<file path="config.mk">
export PLATFORM = sky130hd
export DESIGN_NAME = fifo_width_packer
export DESIGN_NICKNAME = d
export VERILOG_FILES = /design/src/rtl/fifo_pack_pkg.sv /design/src/rtl/fifo_pack_gate.sv /design/src/rtl/fifo_width_packer.sv
export SDC_FILE = /design/constraint.sdc
export NUM_CORES = 1
export LEC_CHECK = 0
export ABC_AREA = 1
export CAP_MARGIN = 10
export CORE_MARGIN = 2
export CORE_UTILIZATION = 43
export DETAILED_ROUTE_END_ITERATION = 6
export GPL_TIMING_DRIVEN = 0
export PLACE_DENSITY_LB_ADDON = 0.08
export SYNTH_ARGS = -nofsm -noshare
export SYNTH_HDL_FRONTEND = slang
export SYNTH_SLANG_ARGS = --single-unit
</file>
<file path="constraint.sdc">
create_clock -name digiclk_i -period 1.3 [get_ports digiclk_i]
set_input_delay 0.195 -clock digiclk_i [delete_from_list [all_inputs] [get_ports digiclk_i]]
set_output_delay 0.195 -clock digiclk_i [all_outputs]
set_load 0.01 [all_outputs]
</file>
<file path="src/rtl/fifo_pack_pkg.sv">
// fifo_pack_pkg: shared state type, default fill pattern and sizing helper
// for the fifo_width_packer block.
package fifo_pack_pkg;

  typedef enum logic [2:0] {
    IDLE  = 3'd0,
    RUN   = 3'd1,
    STOP  = 3'd2,
    FLUSH = 3'd3,
    DONE  = 3'd4
  } pack_state_t;

  localparam logic [31:0] DEFAULT_PAD = 32'hF0F0_F0F0;

  // Bits needed to index RATIO lanes; never less than one bit.
  function automatic int lane_idx_w(input int ratio);
    int w;
    w = 1;
    for (int i = 1; i < 31; i++) begin
      if ((1 << i) < ratio) w = i + 1;
    end
    return w;
  endfunction

endpackage

</file>
<file path="src/rtl/fifo_pack_gate.sv">
// fifo_pack_gate: registered run-control flags for the width packer.
//   ddr_ready : set by ddr_start, cleared by ddr_stop (start has priority)
//   hold      : set by dst_afull, cleared by dst_empty (afull has priority)
//   last_q    : last_write delayed by one clock
module fifo_pack_gate (
  input  logic digiclk_i,
  input  logic resetn_i,
  input  logic ddr_start,
  input  logic ddr_stop,
  input  logic dst_afull,
  input  logic dst_empty,
  input  logic last_write,
  output logic ddr_ready,
  output logic hold,
  output logic last_q
);

  // Flag registers with their set/clear priorities.
  always_ff @(posedge digiclk_i or negedge resetn_i) begin
    if (!resetn_i) begin
      ddr_ready <= 1'b0;
      hold      <= 1'b0;
      last_q    <= 1'b0;
    end else begin
      if (ddr_start)      ddr_ready <= 1'b1;
      else if (ddr_stop)  ddr_ready <= 1'b0;

      if (dst_afull)      hold <= 1'b1;
      else if (dst_empty) hold <= 1'b0;

      last_q <= last_write;
    end
  end

endmodule

</file>
<file path="src/rtl/fifo_width_packer.sv">
// fifo_width_packer: packs RATIO consecutive IN_W-bit words from a
// 1-cycle-latency source FIFO into one OUT_W-bit destination word.
// Lane 0 (first word read) lands in the LSBs.
// Optional feature macro: PACKER_FLUSH_EN -- when defined, an end-of-run
// flush emits a partial group padded with PAD; otherwise the partial group
// is kept and completed by the next run.
//
// state | meaning
// ------+-------------------------------------------------------------
// IDLE  | waiting for DDR ready
// RUN   | reading source and packing
// STOP  | reads stopped, letting the last in-flight word land
// FLUSH | one cycle; optionally emits the padded partial group
// DONE  | end of run, waiting for last_write to drop
module fifo_width_packer
  import fifo_pack_pkg::*;
#(
  parameter int              IN_W  = 32,
  parameter int              RATIO = 2,
  parameter int              CNT_W = 17,
  parameter logic [IN_W-1:0] PAD   = IN_W'(DEFAULT_PAD)
) (
  input  logic                  digiclk_i,
  input  logic                  resetn_i,
  input  logic [CNT_W-1:0]      src_rdcnt,
  input  logic [IN_W-1:0]       src_data,
  output logic                  src_re,
  input  logic                  dst_afull,
  input  logic                  dst_empty,
  input  logic                  dst_full,
  output logic                  dst_we,
  output logic [IN_W*RATIO-1:0] dst_data,
  input  logic                  ddr_start,
  input  logic                  ddr_stop,
  input  logic                  last_write,
  output logic [31:0]           words_out,
  output logic                  ovf_err
);

  localparam int OUT_W  = IN_W * RATIO;
  localparam int LIDX_W = lane_idx_w(RATIO);
  localparam logic [LIDX_W-1:0] LAST_LANE = LIDX_W'(RATIO - 1);

  pack_state_t                 state;
  logic                        ddr_ready;
  logic                        hold;
  logic                        last_q;
  logic                        re_d;
  logic                        gate;
  logic                        have_word;
  logic [LIDX_W-1:0]           lane_idx;
  logic [RATIO-1:0][IN_W-1:0]  lanes;
  logic [RATIO-1:0][IN_W-1:0]  next_lanes;
  logic [OUT_W-1:0]            packed_word;

  fifo_pack_gate u_gate (
    .digiclk_i  (digiclk_i),
    .resetn_i   (resetn_i),
    .ddr_start  (ddr_start),
    .ddr_stop   (ddr_stop),
    .dst_afull  (dst_afull),
    .dst_empty  (dst_empty),
    .last_write (last_write),
    .ddr_ready  (ddr_ready),
    .hold       (hold),
    .last_q     (last_q)
  );

  // dst_afull is used raw here so the read stops in the same cycle it rises.
  assign gate = ddr_ready & ~hold & ~dst_afull & (state == RUN);

  // With one word left and a read already in flight, that word is spoken for.
  assign have_word = (src_rdcnt >= CNT_W'(2)) |
                     ((src_rdcnt == CNT_W'(1)) & ~re_d);

  assign src_re = gate & have_word;

  // Lane contents including the word arriving this cycle.
  always_comb begin
    next_lanes = lanes;
    if (re_d) next_lanes[lane_idx] = src_data;
  end

  assign packed_word = next_lanes;

  // Lane capture, output word, counters and run-control FSM.
  always_ff @(posedge digiclk_i or negedge resetn_i) begin
    if (!resetn_i) begin
      state     <= IDLE;
      re_d      <= 1'b0;
      lane_idx  <= '0;
      lanes     <= {RATIO{PAD}};
      dst_we    <= 1'b0;
      dst_data  <= '0;
      words_out <= '0;
      ovf_err   <= 1'b0;
    end else begin
      re_d    <= src_re;
      dst_we  <= 1'b0;
      ovf_err <= ovf_err | (dst_we & dst_full);

      if (re_d) begin
        if (lane_idx == LAST_LANE) begin
          lane_idx  <= '0;
          lanes     <= {RATIO{PAD}};
          dst_we    <= 1'b1;
          dst_data  <= packed_word;
          words_out <= words_out + 32'd1;
        end else begin
          lane_idx <= lane_idx + 1'b1;
          lanes    <= next_lanes;
        end
      end

      case (state)
        IDLE: begin
          if (ddr_ready) state <= RUN;
        end
        RUN: begin
          if (last_q)          state <= STOP;
          else if (!ddr_ready) state <= IDLE;
        end
        STOP: begin
          state <= FLUSH;
        end
        FLUSH: begin
`ifdef PACKER_FLUSH_EN
          // No read is in flight here, so packed_word is the held lanes
          // with PAD in every lane not yet written.
          if (lane_idx != '0) begin
            lane_idx  <= '0;
            lanes     <= {RATIO{PAD}};
            dst_we    <= 1'b1;
            dst_data  <= packed_word;
            words_out <= words_out + 32'd1;
          end
`endif
          state <= DONE;
        end
        DONE: begin
          if (!last_q) state <= IDLE;
        end
        default: state <= IDLE;
      endcase
    end
  end

endmodule

</file>
# Yosys cells after proc, flatten, opt, wreduce, memory -nomap -nowiden
# Index checks and enable logic that the tools add are counted.
[totals] ff_bits=170 out_inout_bits=99 word_cells=58
[op_classes] n_addsub=2 n_lt_le_gt_ge=3 n_eq_ne=8 mux=16 bitwise_logic=11 reduce_logical=6
[op_table] op="$bwmux W64" count=1
[op_table] op="$mux W64" count=1
[op_table] op="$add A32 B1 Y32 const B" count=1
[op_table] op="$demux W32 S1" count=1
[op_table] op="$mux W32" count=1
[op_table] op="$eq A17 B1 Y1 const B" count=1
[op_table] op="$ge A17 B2 Y1 const B" count=1
[op_table] op="$pmux W3 S5" count=1
[op_table] op="$mux W3" count=4
[op_table] op="$mux W1" count=7
[op_table] op="$and A1 B1 Y1" count=6
[op_table] op="$eq A3 B2 Y1 const B" count=2
[op_table] op="$reduce_bool A2 Y1" count=2
[op_table] op="$eq A3 B1 Y1 const B" count=1
[op_table] op="$eq A3 B3 Y1 const B" count=1
[op_table] op="$logic_not A3 Y1" count=1
[op_table] op="$ne A3 B3 Y1 const B" count=1
[op_table] op="$not A1 Y1" count=3
[op_table] op="$reduce_and A3 Y1" count=1
[op_table] op="$lt A1 B2 Y1 const B" count=1
[op_table] op="$ne A2 B1 Y1 const B" count=1
[op_table] op="$ne A2 B2 Y1 const B" count=1
[op_table] op="$or A1 B1 Y1" count=2
[op_table] op="$reduce_and A2 Y1" count=1
[op_table] op="other kinds (3)" count=3

# Depth between registers and ports, before layout
[logic_depth] depth_word=6 ltp_mapped=10

# Hierarchy
# Synthesis repeated with hierarchy kept, for this count alone.
[unflattened] hier_cells=621 hier_area_um2=5815.6
[modules_own_cells] mod="fifo_width_packer" n_inst=1 cells_per_inst=610 area_each_um2=5710.5 seq_area_each_um2=3398.3
[modules_own_cells] mod="fifo_pack_gate" n_inst=1 cells_per_inst=11 area_each_um2=105.1 seq_area_each_um2=75.1

# Worst setup path before layout
# OpenSTA, ideal clock, no wires.
[synth_path] path_kind="register to register" from="reg words_out[1]" to="reg words_out[22]" t_arrival_ns=1.229 required_ns=1.173 setup_slack_ns=-0.056 stages_incl_launch_ff=8 path_buffers=0 path_cell_list="dfrtp_1 -> ha_1 -> nand3_1 -> inv_1 -> nand2_1 -> nor2_1 -> nand2_1 -> xnor2_1"
[synth_between] elab_chain_len=1
[synth_lines] element="start, declared" line="fifo_width_packer.sv:36" text="output logic [31:0] words_out,"
[synth_lines] element="start signal, assigned" line="fifo_width_packer.sv:108" text="words_out <= words_out + 32'd1;"
[synth_lines] element="$add A32 B1 Y32" line="fifo_width_packer.sv:108"
# No other way between the ends.
# A chain may end at the register's enable or synchronous reset.

# Worst setup path after layout
[layout_path] from="reg state[1]" to="out src_re"
[layout_between] elab_chain_len=3
[layout_lines] element="start, declared" line="fifo_width_packer.sv:44" text="pack_state_t state;"
[layout_lines] element="start signal, assigned" line="fifo_width_packer.sv:89" text="state <= IDLE;"
[layout_lines] element="start signal, assigned" line="fifo_width_packer.sv:117" text="if (ddr_ready) state <= RUN;"
[layout_lines] element="start signal, assigned" line="fifo_width_packer.sv:120" text="if (last_q) state <= STOP;"
[layout_lines] element="$eq A3 B1 Y1" line="fifo_width_packer.sv:70" text="assign gate = ddr_ready & ~hold & ~dst_afull & (state == RUN);"
[layout_lines] element="$and A1 B1 Y1" line="fifo_width_packer.sv:70"
[layout_lines] element="$and A1 B1 Y1" line="fifo_width_packer.sv:76" text="assign src_re = gate & have_word;"
[layout_lines] element="end, declared" line="fifo_width_packer.sv:27" text="output logic src_re,"
# No other way between the ends.

==> run summary <==
The flow ran to the end, but the final reports show violations. The final reports fail on setup timing. Dividing total power by cell area gives a power density of 1775 nW/um2.

In the final design database the tool counted 936 nets. The region available for standard cell placement spans 13140 um2. After global routing the overflow that remains totals 0. In this run the worst path has a maximum fanout of 2.

Synthesized area per cell: 9.411 um2. The worst hold path begins at last_write. Prior to clock tree synthesis, the placed netlist has a worst setup slack of -0.5086 ns.

TritonCTS built the clock tree. The mapped netlist covers 5741 um2. The final-report hold violation count was 0.

The die is 119.5 um wide. The tools report the worst clock skew on the final layout as 0.005102 ns. The die covers 14290 um2. The uppermost metal layer occupied by signal nets is met4. For this run, the slowest stage of the critical path takes 0.39 ns. At the pin with the least slew margin, the transition time is 0.5839 ns. No sink is reached through more buffers than the 2 on the longest clock path. Traced cell by cell, the critical path runs through nand3b_1 -> nor4_2 -> nand2_1 -> inv_2 -> buf_6. Setup repair after global routing could not meet its margin everywhere.

Dividing the detail-routed via count by the number of cells gives 4.992. The run gives 138 as the number of sinks driven by the clock tree. The first global-routing pass estimated 27700 um of wire. The final instance area is 10080 um2.

The number of nets handed over by synthesis was 668. The critical path start-end classification is reg -> out. Pin placement for this block handled 156 I/O pins. Measured along the y axis, the die boundary spans 119.5 um.

The total leakage power was 5.006 nW; the data required time of the critical path was 1.11 ns. The number of DRC violations after detailed routing was 0. After synthesis, flip-flops and latches occupy 60.51% of the total area.

The share of cells above drive strength 1 came out at 43.03%. In the final routed layout, each cell accounts on average for 16.80 um. The maximum number of pins on one net before global-route repair came out at 72. The worst-case IR drop observed on VDD is 0.0009956 V. During placement, the flow inserted port buffers numbering 155. Cells fill 76.74% of the core in the end.

The detailed-route via count is 5322, and the worst setup slack after layout is -0.3040 ns. The worst setup path is captured at a primary output. Wires add up to 17910 um.

In this run, synthesis produced a sequential element count of 138. In the finished design, the share of the clock period the worst path needs comes to 123.4%. Worst setup path startpoint: state[1]$_DFFE_PN0P_. The final-report max-slew violation count is 0. The total of endpoints with negative setup slack in the final report was 101.

The number of antenna violations at the first check in global routing is 0, and the area added between synthesis and finish is 75.63%. After detailed placement, the total cell area comes to 7553 um2. Wire segments on met2 add up to 9511 um in the final route. Starting density of the core: 43.70%. The first TritonRoute pass finished after 5 iterations. The yosys synthesis warning count was 0. The initialized floorplan defines 42 standard-cell rows. Via count of the first global-routing pass: 5485. The tools report the clock latency reported for the late side of the worst-skew pair as 0.42 ns.

For this block, wires on met1 add up to 7046 um. The H-tree generated during clock tree synthesis spans 4 levels. Summed over all nets, wire length on met3 after detailed routing comes to 866 um. STA puts the critical path data arrival time at 1.41 ns.

Static timing analysis puts the maximum clock frequency at 0.6235 GHz. Counting the buffers created by CTS gives 17. Routability-driven placement finished with a final weighted congestion of 0.8477. Global routing used 25.09% of the available tracks across all layers.

In this run the critical register-to-register path is launched from re_d$_DFF_PN0_. The gate count after technology mapping came out at 610. The final period demand of the worst path was 1.604 ns. For the initial DRC count, the log shows 283. The slowest cell on the critical path was sky130_fd_sc_hd__dfrtp_1. The type of the most critical hold path was in -> reg. The cell sitting at the root of the clock tree is a sky130_fd_sc_hd__clkbuf_16. The worst setup path is launched from a flop.

In this run the remaining antenna-violating nets after routing total 0. Max-cap violations in this run came to 0. In this run, distinct cell masters in the synthesized netlist total 30.

In this run the tightest slew margin relative to its limit is 61.07%. The total half-perimeter wirelength after legalization and detailed placement was 10260 um. Clock-pin slew was measured on the worst setup and hold paths at 0.05 ns. The number of antenna diodes in the final layout is 0.
-- layout make-up --
cell class	instances	area [um2]
plain buffers	19	275.3
clock buffers	22	464.2
clock inverters	9	145.1
fillers	878	3055
inverters	98	382.9
multi-input cells	351	2587
flip-flops and latches	138	3483
well taps	176	220.2
repair buffers	253	2524
-- flip-flops by register name, indices dropped and copies added, names as in the netlist --
signal            cells
dst_data             64
dst_we                1
lane_idx              1
lanes                32
ovf_err               1
re_d                  1
state                 3
u_gate.ddr_ready      1
u_gate.hold           1
u_gate.last_q         1
words_out            32
-- synth_stat cells, drive strengths merged --
library cell  instances  area share (%)
o21bai                2            0.26
dfstp                16             7.3
o22ai                16             1.7
nor2                 45             3.7
buf                  15             1.6
a21o                  1            0.13
nor3                  1            0.28
nand4                10             1.1
o31ai                 1            0.13
dfrtp               122              53
a21oi                 1           0.087
o21ai                66             5.8
clkbuf                8            0.52
inv                  98             6.4
nor4                  2            0.22
a22oi                16             2.1
nand2               142             9.5
xor2                  8             1.2
nand3                19             1.7
xnor2                14             2.1
ha                    1            0.22
nand3b                6            0.78
-- cell families after synthesis --
| group | count (synthesis) | synth area share, % |
|---|---|---|
| buf+inv | 121 | 8.544 |
| fa+ha+maj | 1 | 0.2179 |
| compound gates | 103 | 10.20 |
| xor+xnor | 22 | 3.357 |
| flops | 138 | 60.51 |
| simple gates | 225 | 17.18 |
-- worst paths after layout --
kind	to	slack [ns]	depth (start not counted)
worst max-delay path	src_re	-0.30	5
worst min-delay path	u_gate.last_q$_DFF_PN0_	0.21	1
worst max register to register	words_out[11]$_DFFE_PN0P_	-0.28	7
worst min register to register	ovf_err$_DFF_PN0_	0.45	1
max in group asynchronous	lanes[21]$_DFFE_PN1P_	0.17	3
min in group asynchronous	ovf_err$_DFF_PN0_	0.34	2
-- worst max-delay path: cells and delay by family, from the launching register on --
kind / cells / cell delay [ns]
simple gates: 3 / 0.44
buf+inv: 2 / 0.17
flops: 1 / 0.39
-- cells in the final DEF, fill, tap and decap left out, types with 5 or more instances in the layout --
cell,netlist,layout
sky130_fd_sc_hd__buf_6,2,25
sky130_fd_sc_hd__clkbuf_16,0,19
sky130_fd_sc_hd__nand3b_1,6,6
sky130_fd_sc_hd__nand4_1,10,10
sky130_fd_sc_hd__o22ai_1,16,16
sky130_fd_sc_hd__dfstp_2,16,16
sky130_fd_sc_hd__inv_1,95,88
sky130_fd_sc_hd__o21ai_2,0,44
sky130_fd_sc_hd__dfrtp_2,0,8
sky130_fd_sc_hd__nand2_4,1,28
sky130_fd_sc_hd__buf_8,0,9
sky130_fd_sc_hd__a22oi_1,16,16
sky130_fd_sc_hd__o21ai_1,1,22
sky130_fd_sc_hd__xor2_1,8,7
sky130_fd_sc_hd__nand3_2,0,5
sky130_fd_sc_hd__clkdlybuf4s50_1,0,55
sky130_fd_sc_hd__buf_16,0,7
sky130_fd_sc_hd__dlygate4sd2_1,0,6
sky130_fd_sc_hd__clkbuf_2,0,26
sky130_fd_sc_hd__clkdlybuf4s15_1,0,62
sky130_fd_sc_hd__nor2_4,3,22
sky130_fd_sc_hd__buf_4,2,60
sky130_fd_sc_hd__xnor2_1,14,7
sky130_fd_sc_hd__nand2_2,1,54
sky130_fd_sc_hd__dfrtp_1,122,114
sky130_fd_sc_hd__nand3_1,19,12
sky130_fd_sc_hd__inv_2,3,7
sky130_fd_sc_hd__buf_12,0,14
sky130_fd_sc_hd__nor2_1,34,19
sky130_fd_sc_hd__xnor2_2,0,6
sky130_fd_sc_hd__nand2_1,140,58
sky130_fd_sc_hd__clkinv_2,0,5
-- per-layer routing --
layer	up-vias	track usage [%]
li1	2481	-
met1	2642	30.45
met2	155	42.89
met3	44	6.084
met4	0	10.37
met5	-	0
-- through the flow --
stage | hold WS (ns) | total power (W) | setup TNS (ns) | cells
floorplan | -0.1006 | 0.008711 | -0.1666 | 610
global placement | 0.4363 | 0.01145 | -713.62 | 941
detailed placement | 0.2537 | 0.01160 | -21.10 | 942
CTS | 0.2051 | 0.01724 | -10.82 | 1050
global route | 0.2235 | 0.01886 | -20.35 | 1066
finish | 0.2148 | 0.01790 | -15.89 | 1066
-- where the power goes --
group	leakage [nW]	switching [W]	internal [W]
clock	0.304	0.00177	0.00328
sequential	1.70	0.00112	0.00599
combinational	3.01	0.00274	0.00300
-- timing repair --
| action | in CTS | in global routing |
|---|---|---|
| buffers inserted | 66 | 32 |
| setup endpoints to repair | 220 | 159 |
| gates resized for setup | 427 | 202 |
| pin swaps | 43 | 38 |
| hold buffers | 1 | 0 |
| hold endpoints to repair | 61 | 0 |
| cloned | 10 | 1 |
Power figures use the tool's default switching activity.
